[config.mk]
export PLATFORM = sky130hd
export DESIGN_NAME = seg7_decoder_flat
export DESIGN_NICKNAME = d
export VERILOG_FILES = /design/src/rtl/seg7_decoder_if.sv /design/src/rtl/seg7_decoder.sv /design/src/flat_wrapper.sv
export SDC_FILE = /design/constraint.sdc
export NUM_CORES = 1
export LEC_CHECK = 0
export ABC_AREA = 1
export BUFFER_PORTS_ARGS = -buffer_cell sky130_fd_sc_hd__buf_4
export CORE_MARGIN = 4
export CORE_UTILIZATION = 55
export DETAILED_ROUTE_END_ITERATION = 10
export PLACE_DENSITY_LB_ADDON = 0.1
export SLEW_MARGIN = 40
export SYNTH_ARGS = -nofsm -noshare
export SYNTH_HDL_FRONTEND = slang
export SYNTH_SLANG_ARGS = --single-unit
[constraint.sdc]
create_clock -name clk -period 3.33 [get_ports clk]
set_clock_uncertainty 0.1 [all_clocks]
set_input_delay 0 -clock clk [delete_from_list [all_inputs] [get_ports clk]]
set_output_delay 0 -clock clk [all_outputs]
set_load 0.05 [all_outputs]
[src/rtl/seg7_decoder_if.sv]
// Output stream of the seven-segment decoder: decoded frame, its valid/ready
// handshake and the overrun pulse.
interface seg7_decoder_if;
    logic        dout_valid;
    logic        dout_ready;
    logic [15:0] digits;
    logic [3:0]  digit_err;
    logic        overrun;

    modport master (
        output dout_valid,
        output digits,
        output digit_err,
        output overrun,
        input  dout_ready
    );

    modport slave (
        input  dout_valid,
        input  digits,
        input  digit_err,
        input  overrun,
        output dout_ready
    );
endinterface

[src/rtl/seg7_decoder.sv]
// Debounces four active-low 7-segment fields and decodes them to BCD frames.
// Optional macro SEG7_DEC_BLANK_EN: an all-dark field decodes to 4'hF without error.
module seg7_decoder #(
    parameter int STABLE_CYCLES = 4
) (
    input  logic            clk,
    input  logic            reset,
    input  logic [27:0]     led_pins,
    seg7_decoder_if.master  out
);

    localparam logic [7:0] CNT_SAT   = 8'(STABLE_CYCLES);
    // The edge that samples the pattern for the Nth time sees a count of N-2.
    localparam logic [7:0] COMMIT_AT = 8'(STABLE_CYCLES - 2);

    logic [27:0] sample_q;
    logic [27:0] committed_q;
    logic        committed_vld;
    logic [7:0]  stable_cnt;

    logic        valid_q;
    logic [15:0] digits_q;
    logic [3:0]  err_q;
    logic        overrun_q;

    logic        same;
    logic        commit;
    logic        accept;
    logic [15:0] dec_digits;
    logic [3:0]  dec_err;

    assign same   = (led_pins == sample_q);
    assign commit = same && (stable_cnt >= COMMIT_AT) &&
                    (!committed_vld || (led_pins != committed_q));
    assign accept = valid_q && out.dout_ready;

    genvar gi;
    generate
        for (gi = 0; gi < 4; gi++) begin : g_field
            logic [6:0] lit;
            logic [3:0] code;
            logic       bad;

            assign lit = ~led_pins[7*gi +: 7];

            always_comb begin
                code = 4'hE;
                bad  = 1'b0;
                case (lit)
                    7'b1111110: code = 4'd0;
                    7'b0110000: code = 4'd1;
                    7'b1101101: code = 4'd2;
                    7'b1111001: code = 4'd3;
                    7'b0110011: code = 4'd4;
                    7'b1011011: code = 4'd5;
                    7'b1011111: code = 4'd6;
                    7'b1110000: code = 4'd7;
                    7'b1111111: code = 4'd8;
                    7'b1111011: code = 4'd9;
`ifdef SEG7_DEC_BLANK_EN
                    7'b0000000: code = 4'hF;
`else
                    7'b0000000: begin
                        code = 4'hE;
                        bad  = 1'b1;
                    end
`endif
                    default: begin
                        code = 4'hE;
                        bad  = 1'b1;
                    end
                endcase
            end

            assign dec_digits[4*gi +: 4] = code;
            assign dec_err[gi]           = bad;
        end
    endgenerate

    always_ff @(posedge clk or negedge reset) begin
        if (!reset) begin
            sample_q      <= '0;
            stable_cnt    <= '0;
            committed_q   <= '0;
            committed_vld <= 1'b0;
            valid_q       <= 1'b0;
            digits_q      <= '0;
            err_q         <= '0;
            overrun_q     <= 1'b0;
        end else begin
            sample_q <= led_pins;

            if (!same) begin
                stable_cnt <= '0;
            end else if (stable_cnt < CNT_SAT) begin
                stable_cnt <= stable_cnt + 8'd1;
            end

            // Overrun only when a pending frame is lost, not when it is consumed.
            overrun_q <= commit && valid_q && !out.dout_ready;

            if (commit) begin
                committed_q   <= led_pins;
                committed_vld <= 1'b1;
                digits_q      <= dec_digits;
                err_q         <= dec_err;
                valid_q       <= 1'b1;
            end else if (accept) begin
                valid_q <= 1'b0;
            end
        end
    end

    assign out.dout_valid = valid_q;
    assign out.digits     = digits_q;
    assign out.digit_err  = err_q;
    assign out.overrun    = overrun_q;

endmodule
[src/flat_wrapper.sv]
// flat-port wrapper written by rule: the top's interface ports become plain ports
module seg7_decoder_flat 
#(
    parameter int STABLE_CYCLES = 4
)
  (clk, reset, led_pins, out_dout_valid, out_digits, out_digit_err, out_overrun, out_dout_ready);
  seg7_decoder_if out_i ();
  input  logic clk;
  input  logic reset;
  input  logic [27:0] led_pins;
  output wire logic [$bits(out_i.dout_valid)-1:0] out_dout_valid;
  output wire logic [$bits(out_i.digits)-1:0] out_digits;
  output wire logic [$bits(out_i.digit_err)-1:0] out_digit_err;
  output wire logic [$bits(out_i.overrun)-1:0] out_overrun;
  input wire logic [$bits(out_i.dout_ready)-1:0] out_dout_ready;
  assign out_dout_valid = out_i.dout_valid;
  assign out_digits = out_i.digits;
  assign out_digit_err = out_i.digit_err;
  assign out_overrun = out_i.overrun;
  assign out_i.dout_ready = out_dout_ready;
  seg7_decoder #(.STABLE_CYCLES(STABLE_CYCLES)) u_core (.clk(clk), .reset(reset), .led_pins(led_pins), .out(out_i));
endmodule
==> run metrics <==
Port Buf Inserts=52; worst path required time=3.48 ns; antenna diode count=0; most instantiated library cell after synthesis=nand2_1; Crit Reg-Reg Startpoint=u_core.sample_q[25]$_DFF_PN0_; reg2reg end=u_core.out.digits[9]$_DFFE_PN0P_; CTS tree=yes; clk buf depth=2; Crit. End Element=register; critical-path maximum fanout=50; Yosys cell types=27; sw power=0.5688 mW; Post-CTS Setup Repair Bufs=0; critical path type=in -> reg; clock root buffer=clkbuf_8; Initial DRC Count=296; Comb power frac=11.7%; Power Internal=1.594 mW; min Tclk post-route=2.585 ns; cell area power density=364.7 nW/um^2; VDD IR-drop max=215.2 uV; Pre-Repair DR Iteration Count=5; Syn Inst Count=734; number of synthesized flops with an enable pin=0; GRT met1 Usage=36.18%; met2 Usage GRT=40.81%; initial antenna violation count=0; clock latency on the worst-skew pair=0.37 ns; Routed WL=12780 microns; Final ANT Viol Nets=0; total gr overflow=0; Die Y=102.8 microns; vias=4827; Final Hold Viols=0; Layout Nets=840; synth cell count leaders=nand2_1 (295), nor2_1 (90), dfrtp_1 (87); RSZ-0062 raised after global routing=false; area of the multi-input gates=2316 sq um; Yosys top cell by area=dfrtp_1; num ports=53; Most Crowded Layer GR=met2; Die Footprint=10570 sq um; H-tree depth=3; clock power share=38.3%; Slew Viols, Final=0; Min-Delay Path Class=in -> async; largest net degree at the start of global routing=88; DP HPWL=9293 microns; Final Wtd Congestion=1.012; Worst slew margin=53.73%; WL per Instance=13.87 microns; sequential share of power=50.0%; Worst-path clk slew=0.10 ns; CTS Buf Count=9; Net Sw Frac=26.30%; DR vias/cell=5.241; Startpoint Class=input port; yosys warns=0; number of gates resized after cts=0; CP startpoint=led_pins[7]; ys flop type=dfrtp_1; status=finished, final reports clean; setup tns final=0 ns; vias in the first global route=4420; number of max-cap violations=0; Avg Synthesized Cell Area=6.733 sq um; met3 Track Usage GR=4.533%; first-pass GRT wire length=21220 microns; Initial Utilization=56.67%; crit path DAT=2.74 ns; P_leak=3.259 nW; synthesized flop and latch total=87; share of Yosys cell area claimed by the top area cell type=44.05%; DRC viols=0; Reg area=2177 sq um; share of cells above drive strength 1=11.32%; Final setup viols=0; hold_buf cts=30; R2R depth=11; Clock Sinks=87; Syn Std Cell Area=4942 sq um; Die Wd=102.8 microns; reg-to-reg slack, setup=0.80 ns; # fillers=763; share of async-settable or async-resettable flops after synthesis=100.0%; Layout Cell Area excl Fill=5929 sq um; period utilization=77.64%; register area share after synthesis=44.05%; Tot GR Track Use=25.66%; Post-DP Area=5406 sq um; Fmax=386.8 MHz; post-synthesis net count=766; top post-synthesis cells by area=dfrtp_1 (44%), nand2_1 (22%), nand3_1 (7.3%); worst slew pin tran=0.6940 ns; Worst Setup EP=u_core.out.digits[9]$_DFFE_PN0P_; synthesis-to-layout area growth=19.97%; FP Rows=34; core area=8721 sq um
## state kept, by name, indices dropped and copies added (netlist names)
signal,cells
u_core.out.overrun,1
u_core.out.digit_err,4
u_core.sample_q,28
u_core.stable_cnt,8
u_core.committed_vld,1
u_core.out.digits,16
u_core.out.dout_valid,1
u_core.committed_q,28
## worst min-delay path by stage
stage	endpoint
floorplan	u_core.committed_q[0]$_DFFE_PN0P_
global placement	u_core.sample_q[7]$_DFF_PN0_
detailed placement	u_core.stable_cnt[4]$_DFFE_PN0P_
CTS	u_core.stable_cnt[4]$_DFFE_PN0P_
global route	u_core.stable_cnt[4]$_DFFE_PN0P_
finish	u_core.stable_cnt[4]$_DFFE_PN0P_
## cell usage in the layout (no fill, tap or decap)
cell,Yosys,routed
nor3_1,14,14
nand3_1,72,72
o22ai_1,2,2
inv_6,0,1
inv_2,15,15
o21bai_1,1,1
dlygate4sd3_1,0,30
buf_12,0,1
clkinv_4,0,2
a31oi_1,1,1
bufinv_16,0,2
nand2_1,295,295
o31ai_1,2,2
and2_1,1,1
nor3_4,1,1
o21ai_0,6,6
ha_1,1,1
o2111ai_1,2,2
nor2b_1,1,1
nand4_1,18,18
nand3b_1,2,2
clkinv_2,0,2
xnor2_1,11,11
clkbuf_8,0,10
xor2_1,3,3
inv_1,76,76
nor3b_1,2,2
a21oi_1,4,4
dfrtp_1,87,87
nor2_1,90,90
buf_4,1,54
or2_2,4,4
## stage by stage
| step | hold slack [ns] | instances | utilization, % | setup slack [ns] | power, mW |
|---|---|---|---|---|---|
| floorplan | -0.3956 | 734 | - | 1.566 | 1.221 |
| global placement | 0.04683 | 875 | 61.95 | 0.8959 | 1.321 |
| detailed placement | 0.01894 | 875 | 61.99 | 0.8028 | 1.326 |
| CTS | 0.1842 | 921 | 67.96 | 0.7396 | 2.173 |
| global route | 0.1769 | 921 | 67.99 | 0.4895 | 2.249 |
| finish | 0.1146 | 921 | 67.99 | 0.7446 | 2.162 |
## worst max-delay path, stage by stage
cell	delay, ns
dlygate4sd3_1	0.54
buf_4	0.16
inv_1	0.15
nand2_1	0.07
nand2_1	0.09
nand2_1	0.06
nor2_1	0.09
nand3_1	0.19
nor3_4	0.22
buf_4	0.47
nand2_1	0.45
nand2_1	0.17
nand2_1	0.06
## power groups by stage
stage / combinational (mW) / clock, mW / sequential [mW]
after floorplan: 0.120 / 0 / 1.10
after global placement: 0.220 / 0 / 1.10
after detailed placement: 0.224 / 0 / 1.10
after CTS: 0.253 / 0.840 / 1.08
after global routing: 0.285 / 0.880 / 1.08
final: 0.254 / 0.827 / 1.08
## cells by family after synthesis
family | count (synthesis) | share of synthesized area (%)
and+or+nand+nor | 500 | 41.92
adders and majority gates | 1 | 0.2531
DFF | 87 | 44.05
xor gates and xnor gates | 14 | 2.481
buffers and inverters | 114 | 9.089
AOI/OAI and AO/OA | 18 | 2.203
## layer usage
layer	vias to the layer above	share of wire [%]
li1	2414	-
met1	2169	44
met2	220	46
met3	24	8.5
met4	0	1.7
met5	-	0
## area by class of cell
type	count	share of cell area, %
Timing Repair Buffer	86	12.47
Clock buffer	9	2.089
Sequential cell	87	36.72
Inverter	91	5.761
Multi-Input combinational cell	533	39.06
Tap cell	108	2.279
Clock inverter	7	1.625
(Power assumes the default switching activity.)
